===== src/rtl/mul_arb_pkg.sv =====
// Shared types and the round-robin selection function for the multiplier arbiter.
// Pure definitions, no state and no flow control.
package mul_arb_pkg;

  typedef enum logic {IDLE, EXEC} state_t;

  localparam int OP_W    = 32;
  localparam int PROD_W  = 64;
  localparam int MAX_REQ = 4;
  localparam int IDX_W   = 2;
  localparam int CNT_W   = 3;

  typedef struct packed {
    logic             vld;
    logic [IDX_W-1:0] idx;
  } pick_t;

  // Scan starts one past the previous winner, so the last winner has lowest priority.
  function automatic pick_t rr_next(input logic [MAX_REQ-1:0] req,
                                    input logic [IDX_W-1:0]   last,
                                    input int                 nreq = MAX_REQ);
    pick_t p;
    int    c;
    p = '0;
    for (int off = 1; off <= MAX_REQ; off++) begin
      c = (int'(last) + off) % nreq;
      if (off <= nreq && !p.vld && req[c[IDX_W-1:0]]) begin
        p.vld = 1'b1;
        p.idx = c[IDX_W-1:0];
      end
    end
    return p;
  endfunction

endpackage


===== src/rtl/rr_pick.sv =====
// Combinational round-robin picker; zero latency.
// No flow control: win_vld simply reflects whether any request is present.
module rr_pick
  import mul_arb_pkg::*;
#(
  parameter int NREQ = 2
) (
  input  logic [NREQ-1:0]  req,
  input  logic [IDX_W-1:0] last,
  output logic [IDX_W-1:0] win_idx,
  output logic             win_vld
);

  logic [MAX_REQ-1:0] req_ext;
  pick_t              pick;

  always_comb begin
    req_ext            = '0;
    req_ext[NREQ-1:0]  = req;
  end

  assign pick    = rr_next(req_ext, last, NREQ);
  assign win_idx = pick.idx;
  assign win_vld = pick.vld;

endmodule


===== src/rtl/mul_arbiter.sv =====
// Round-robin sharing of one 32x32 multiplier; grant one cycle after sampling, result LAT edges after grant.
// Requests are ignored while an operation is in flight; requesters hold req until they see gnt.
module mul_arbiter
  import mul_arb_pkg::*;
#(
  parameter int NREQ = 2,
  parameter int LAT  = 2
) (
  input  logic                 clk,
  input  logic                 rst_n,
  input  logic [NREQ-1:0]      req,
  input  logic [NREQ*OP_W-1:0] a_in,
  input  logic [NREQ*OP_W-1:0] b_in,
  output logic [NREQ-1:0]      gnt,
  output logic [NREQ-1:0]      done,
  output logic [PROD_W-1:0]    y,
  output logic                 busy
);

  state_t             state;
  logic [IDX_W-1:0]   last;
  logic [IDX_W-1:0]   id;
  logic [IDX_W-1:0]   win_idx;
  logic               win_vld;
  logic [CNT_W-1:0]   cnt;
  logic [OP_W-1:0]    op_a;
  logic [OP_W-1:0]    op_b;
  logic [OP_W-1:0]    a_sel;
  logic [OP_W-1:0]    b_sel;
  logic [PROD_W-1:0]  prod;

  rr_pick #(.NREQ(NREQ)) u_pick (
    .req     (req),
    .last    (last),
    .win_idx (win_idx),
    .win_vld (win_vld)
  );

  always_comb begin
    a_sel = '0;
    b_sel = '0;
    for (int i = 0; i < NREQ; i++) begin
      if (win_idx == IDX_W'(i)) begin
        a_sel = a_in[i*OP_W +: OP_W];
        b_sel = b_in[i*OP_W +: OP_W];
      end
    end
  end

  // Multiplier settles from the operand registers; only the completion edge captures it.
  assign prod = {{(PROD_W-OP_W){1'b0}}, op_a} * {{(PROD_W-OP_W){1'b0}}, op_b};

  always_ff @(posedge clk or negedge rst_n) begin
    if (!rst_n) begin
      state <= IDLE;
      gnt   <= '0;
      done  <= '0;
      y     <= '0;
      op_a  <= '0;
      op_b  <= '0;
      id    <= '0;
      cnt   <= '0;
      last  <= IDX_W'(NREQ-1);
      busy  <= 1'b0;
    end else begin
      gnt  <= '0;
      done <= '0;
      case (state)
        IDLE: begin
          if (win_vld) begin
            op_a  <= a_sel;
            op_b  <= b_sel;
            id    <= win_idx;
            last  <= win_idx;
            cnt   <= CNT_W'(LAT-1);
            state <= EXEC;
            busy  <= 1'b1;
            for (int i = 0; i < NREQ; i++) gnt[i] <= (win_idx == IDX_W'(i));
          end
        end
        EXEC: begin
          if (cnt != '0) begin
            cnt <= cnt - CNT_W'(1);
          end else begin
            y     <= prod;
            state <= IDLE;
            busy  <= 1'b0;
            for (int i = 0; i < NREQ; i++) done[i] <= (id == IDX_W'(i));
          end
        end
        default: state <= IDLE;
      endcase
    end
  end

  a_gnt_onehot:  assert property (@(posedge clk) disable iff (!rst_n) $onehot0(gnt));
  a_done_onehot: assert property (@(posedge clk) disable iff (!rst_n) $onehot0(done));
  a_busy_state:  assert property (@(posedge clk) disable iff (!rst_n) busy == (state == EXEC));

endmodule


===== config.mk =====
export PLATFORM = sky130hd
export DESIGN_NAME = mul_arbiter
export DESIGN_NICKNAME = d
export VERILOG_FILES = /design/src/rtl/mul_arb_pkg.sv /design/src/rtl/rr_pick.sv /design/src/rtl/mul_arbiter.sv
export SDC_FILE = /design/constraint.sdc
export NUM_CORES = 2
export LEC_CHECK = 0
export CAP_MARGIN = 25
export CORE_AREA = 2 2 278 253
export DETAILED_ROUTE_END_ITERATION = 12
export DIE_AREA = 0 0 280 255
export PLACE_DENSITY = 0.87
export SLEW_MARGIN = 5
export SYNTH_ARGS = -nofsm -noshare
export SYNTH_HDL_FRONTEND = slang
export SYNTH_HIERARCHICAL = 1
export SYNTH_SLANG_ARGS = --single-unit

===== constraint.sdc =====
create_clock -name clk -period 7.02 [get_ports clk]
set_input_delay 1.404 -clock clk [delete_from_list [all_inputs] [get_ports clk]]
set_output_delay 1.404 -clock clk [all_outputs]
set_load 0.02 [all_outputs]

# --- Word-level counts from Yosys, hierarchy flattened ---
# Cells that the tools add are included.
word_totals:
  input_bits: 132
  word_cells: 57
  register_bits: 140
classes:
  add_sub_neg: 3
  reduce_logical: 9
  n_mul: 1
  magnitude_cmp: 2
  mux: 23
  eq_ne: 5
  bitwise: 4
ops:
  columns: ["cell", "count"]
  rows:
  - ["32-bit two-way mux", 4]
  - ["32-bit by 32-bit multiplier with 64-bit output", 1]
  - ["3-bit two-way mux", 4]
  - ["2-bit two-way mux", 4]
  - ["2-bit AND reduction", 4]
  - ["2-bit by 3-bit less-than comparator with 1-bit output (second input constant)", 2]
  - ["1-bit two-way mux", 6]
  - ["3-bit case mux with 2 select lines", 1]
  - ["1-bit binary-select mux with 2-bit select", 2]
  - ["2-bit by 1-bit equality test with 1-bit output (second input constant)", 2]
  - ["2-bit logical NOT", 2]
  - ["2-bit by 1-bit inequality test with 1-bit output (second input constant)", 2]
  - ["1-bit case mux with 2 select lines", 2]
  - ["3-bit nonzero test", 1]
  - ["3-bit by 1-bit subtractor with 3-bit output (second input constant)", 1]
  - ["1-bit adder (second input constant)", 2]
  - ["1-bit bitwise AND (first input constant)", 2]
  - ["2-bit inequality test (second input constant)", 1]
  - ["1-bit inverter", 2]
  - ["1-bit logical AND", 1]
  - ["1-bit logical NOT", 1]

# --- Longest topological paths before layout ---
logic_depth:
  depth_word: 11
  depth_mapped: 27
  depth_no_buf: 25

# --- Cells and area by module ---
# The synthesis kept the hierarchy.
by_module_without_submodules:
  columns: ["module", "cells_each", "n_inst", "seq_area_each_um2", "area_per_inst_um2"]
  rows:
  - ["mul_arbiter", 4276, 1, 3504.6, 39315.2]
  - ["rr_pick", 4, 1, 0.0, 25.0]

# --- Worst setup path after synthesis ---
# OpenSTA, ideal clock, no wires.
synth_path:
  path_type: "register to register"
  startpoint: "reg op_a[25]"
  endpoint: "reg y[52]"
  path_buffers: 2
  period_less_slack_ns: 6.879
  stages_incl_launch_ff: 25
  t_arrival_ns: 6.747
  setup_time_ns: 0.132
  slack_ns: 0.141
  required_time_ns: 6.888
  cell_sequence: "dfrtp_1 clkbuf_1 nand2_1 fa_1 fa_1 fa_1 fa_1 inv_1 fa_1 fa_1 fa_1 inv_1 fa_1 inv_1 ha_1 and2_0 clkbuf_1 nand3_1 or2_2 o221ai_1 a31oi_4 o21ai_2 a21oi_2 xor2_1 o21ai_1"
synth_between:
  elab_chain_cells: 1
synth_lines:
  columns: ["item", "line_no", "source"]
  rows:
  - ["start: declaration", "mul_arbiter.sv:26", "logic [OP_W-1:0] op_a;"]
  - ["start signal: assignment", "mul_arbiter.sv:71", "op_a <= a_sel;"]
  - ["32-bit by 32-bit multiplier with 64-bit output", "mul_arbiter.sv:51", "assign prod = {{(PROD_W-OP_W){1'b0}}, op_a} * {{(PROD_W-OP_W){1'b0}}, op_b};"]
  - ["end signal: assignment", "mul_arbiter.sv:85", "y <= prod;"]
  - ["end: declaration", "mul_arbiter.sv:16", "output logic [PROD_W-1:0] y,"]
# Every way passes these cells.
# A chain may end at the register's enable or synchronous reset.

# --- Worst setup path in the final report ---
layout_path:
  startpoint: "reg op_a[21]"
  endpoint: "reg y[55]"
# Same word-level chain as after synthesis.

==> reports/results.tsv <==
stage	metric	value	unit
route	DR top layer	met5	
synthesis	syn nets	5573	
synthesis	sequential cell area fraction in the yosys report	8.908	%
route	routed wl met3	16100	µm
synthesis	Mapped Cells	4280	
die	die width	280	µm
synthesis	number of synthesized flops with an enable pin	0	
sta	Tmin final	7.915	ns
sta	Hold Slack	0.4739	ns
die	core area	0.06895	mm²
worst_setup_path	Worst Setup Start Kind	register	
worst_setup_path	CP arrival	8.30	ns
grt	gr usage total	35.86	%
synthesis	YS warnings	6	
route	WL met1	41910	µm
route	DRT antenna net count	0	
synthesis	largest family of logic cells by synthesized area	adder cells	
status	failing checks	negative setup slack	
finish	Post-Route Utilization	69.45	%
synthesis	share of synthesized flip-flops with an asynchronous set or reset	100.0	%
worst_setup_path	Reg-to-Reg Start	op_a[21]	
grt	largest net degree at the start of global routing	74	
run	max cap viols	0	
die	Ports	201	
die	Die Area	0.07140	mm²
worst_hold_path	hold endpoint	done[0]	
worst_setup_path	R2R cell count	25	
clock_network	number of CTS-inserted buffers	17	
route	Routed Wire Length	133200	µm
sta	# setup viols final	40	
worst_setup_path	Crit Path Class	reg2reg	
clock_network	Worst-path clk slew	0.08	ns
worst_setup_path	WP data required	7.41	ns
route	Vias per Instance	5.989	
worst_setup_path	Reg2Reg Capture Point	y[55]	
synthesis	Distinct cells, synth	85	
synthesis	Post-Synth Adder-Cell Area	54.02	%
sta	f_max	126.4	MHz
die	# rows	92	
sta	Final Skew	0.01295	ns
finish	final net count	5995	
clock_network	# hold bufs at CTS	0	
worst_setup_path	worst-path fanout max	11	
worst_hold_path	worst hold path depth	1	
grt	initial antenna violation count	4	
die	die height	255	µm
status	status	finished with violations	
place	RePlAce Congestion	0.9492	
clock_network	H-tree Lvls	4	
place	PortBufs	200	
finish	Area growth syn-to-layout	21.73	%
sta	Tightest Pin Transition	1.069	ns
sta	Fin. Hold Viols	0	
clock_network	Sink Count	140	
route	metal2 WL	61770	µm
grt	first-pass GRT wire length	194900	µm
synthesis	ys flop type	dfrtp_1	
die	Initial Utilization	57.06	%
route	drc violations	0	
sta	unrepaired setup endpoints after global routing	yes	
synthesis	Synth Area in Compound Gates	5.620	%
sta	Total Neg Setup Slack	-23.16	ns
synthesis	synthesis-stage register bit count	140	
synthesis	mux share of post-synthesis cell area	1.708	%
sta	Rel. slew slack	28.40	%
worst_setup_path	critical path endpoint category	register	
place	pre-CTS setup slack	-0.5491	ns
sta	Final WS setup	-0.8945	ns
sta	fin. max-slew vios	0	
worst_hold_path	Tightest Hold Check Type	reg2reg	
route	initial DRC count	3876	
route	1st-pass router iterations	9	
place	detailed placement HPWL	94680	µm
grt	vias in the first global route	36590	
clock_network	CTS root buf	clkbuf_16	
finish	share of cells above drive strength 1	15.84	%
synthesis	XOR/XNOR Fraction of Synth Area	1.269	%
synthesis	post-synth top area share	45.60	%
route	via count	33610	
synthesis	synth top area cells	fa_1 46%, and2_1 9.7%, dfrtp_1 8.8%	
grt	global route overflow	0	
synthesis	Synth Area in Simple Gates	17.56	%
worst_setup_path	r2r setup slk	-0.89	ns
worst_hold_path	hold_sp	id[0]	
sta	final worst-path cycle share	112.7	%
synthesis	Avg Inst Size Synth	9.192	µm²
synthesis	leading area contributor after synthesis	fa_1	
clock_network	CTS tree	done	
synthesis	Mapped Area	0.03934	mm²
route	wire per inst	23.73	µm
clock_network	Skew-Pair Late Insertion Delay	0.52	ns
clock_network	clock buffer depth	2	
==> timing repair <==
action	in CTS	in global routing
setup endpoints to repair	40	42
buffers inserted	31	26
resized for setup	182	138
cloned	3	1
pin swaps	102	89
==> logic make-up after synthesis <==
family | Yosys count
AO/OA/AOI/OAI | 351
XOR/XNOR | 57
adder cells (fa/ha/maj) | 1161
buffers and inverters | 1139
flip-flops | 140
multiplexers | 67
other | 1
AND/OR/NAND/NOR | 1364
==> area by class of cell <==
type                       instances  area (µm²)
tap                              893        1117
inverter                         881        3307
multi-input combinational       3001       32800
timing repair buffer             661        6545
clock buffer                      18       439.2
antenna                            4       10.01
clock inverter                    14       152.6
sequential                       140        3518
fill                            4438       21060
==> routing by layer <==
layer / vias up / GRT usage [%]
met5: - / 0
met4: 6 / 27.87
met3: 1024 / 9.375
met2: 2580 / 58.82
met1: 16490 / 40.23
li1: 13510 / -
==> worst max path at each step <==
stage | end | slack, ns | start | depth (start not counted)
final | y[55] | -0.89 | op_a[21] | 25
after global routing | y[59] | -1.02 | op_b[5] | 24
after CTS | y[51] | -0.22 | op_a[9] | 25
after detailed placement | y[52] | -0.55 | op_b[5] | 23
after global placement | y[52] | -0.48 | op_b[5] | 23
after floorplan | y[52] | 0.14 | op_a[25] | 24
==> registers in the layout, summed over array words and instances (netlist names) <==
signal  flops
id          1
y          64
state       1
op_b       32
op_a       32
gnt         2
cnt         3
done        2
last        2
busy        1
==> metrics by stage <==
step / cell area [µm²] / cells
after global routing: 47880 / 5609
after global placement: 45320 / 5517
after floorplan: 39340 / 4280
after CTS: 47040 / 5582
after detailed placement: 45320 / 5517
final: 47890 / 5612
==> cell usage after synthesis (15+ instances only) <==
master / count
a21o_1: 27
a21oi_1: 79
and2_1: 612
clkbuf_1: 244
dfrtp_1: 139
fa_1: 896
ha_1: 265
inv_1: 881
mux2i_1: 66
nand2_1: 617
nand4_1: 23
nor2_1: 43
o21ai_0: 132
o21ai_1: 28
o21bai_1: 15
xnor2_1: 32
xor2_1: 25
==> cell usage in the layout, fill, tap and decap left out, types with 17 or more instances in the layout <==
cell,n
a21oi_1,54
xor2_1,21
inv_2,17
fa_1,864
nand2_1,610
mux2i_1,66
o21ai_1,27
inv_1,864
fa_2,32
and2_4,28
xnor2_1,20
buf_12,72
and2_1,585
clkbuf_16,18
a21o_1,27
nor2_1,38
nand4_1,23
o21ai_0,117
ha_1,240
dfrtp_1,128
buf_4,354
buf_6,29
clkdlybuf4s50_1,199
ha_4,24
==> worst max-delay path, cell delays in order (launching register included) <==
cell	delay, ns
dfrtp_1	0.41
buf_12	0.14
buf_12	0.14
and2_1	0.28
fa_1	0.81
fa_1	0.51
fa_1	0.51
inv_1	0.07
fa_1	0.57
inv_1	0.07
fa_1	0.50
fa_1	0.52
fa_1	0.52
fa_2	0.48
ha_4	0.32
nand4_1	0.20
buf_4	0.23
a21oi_1	0.18
a221o_1	0.25
o21ai_1	0.11
buf_4	0.16
a2111oi_4	0.28
buf_4	0.21
nor2_4	0.05
xor2_2	0.16
o21ai_1	0.07
Power is not shown: default switching activity piles up to over one toggle a cycle in this logic, so the estimate is an artifact.
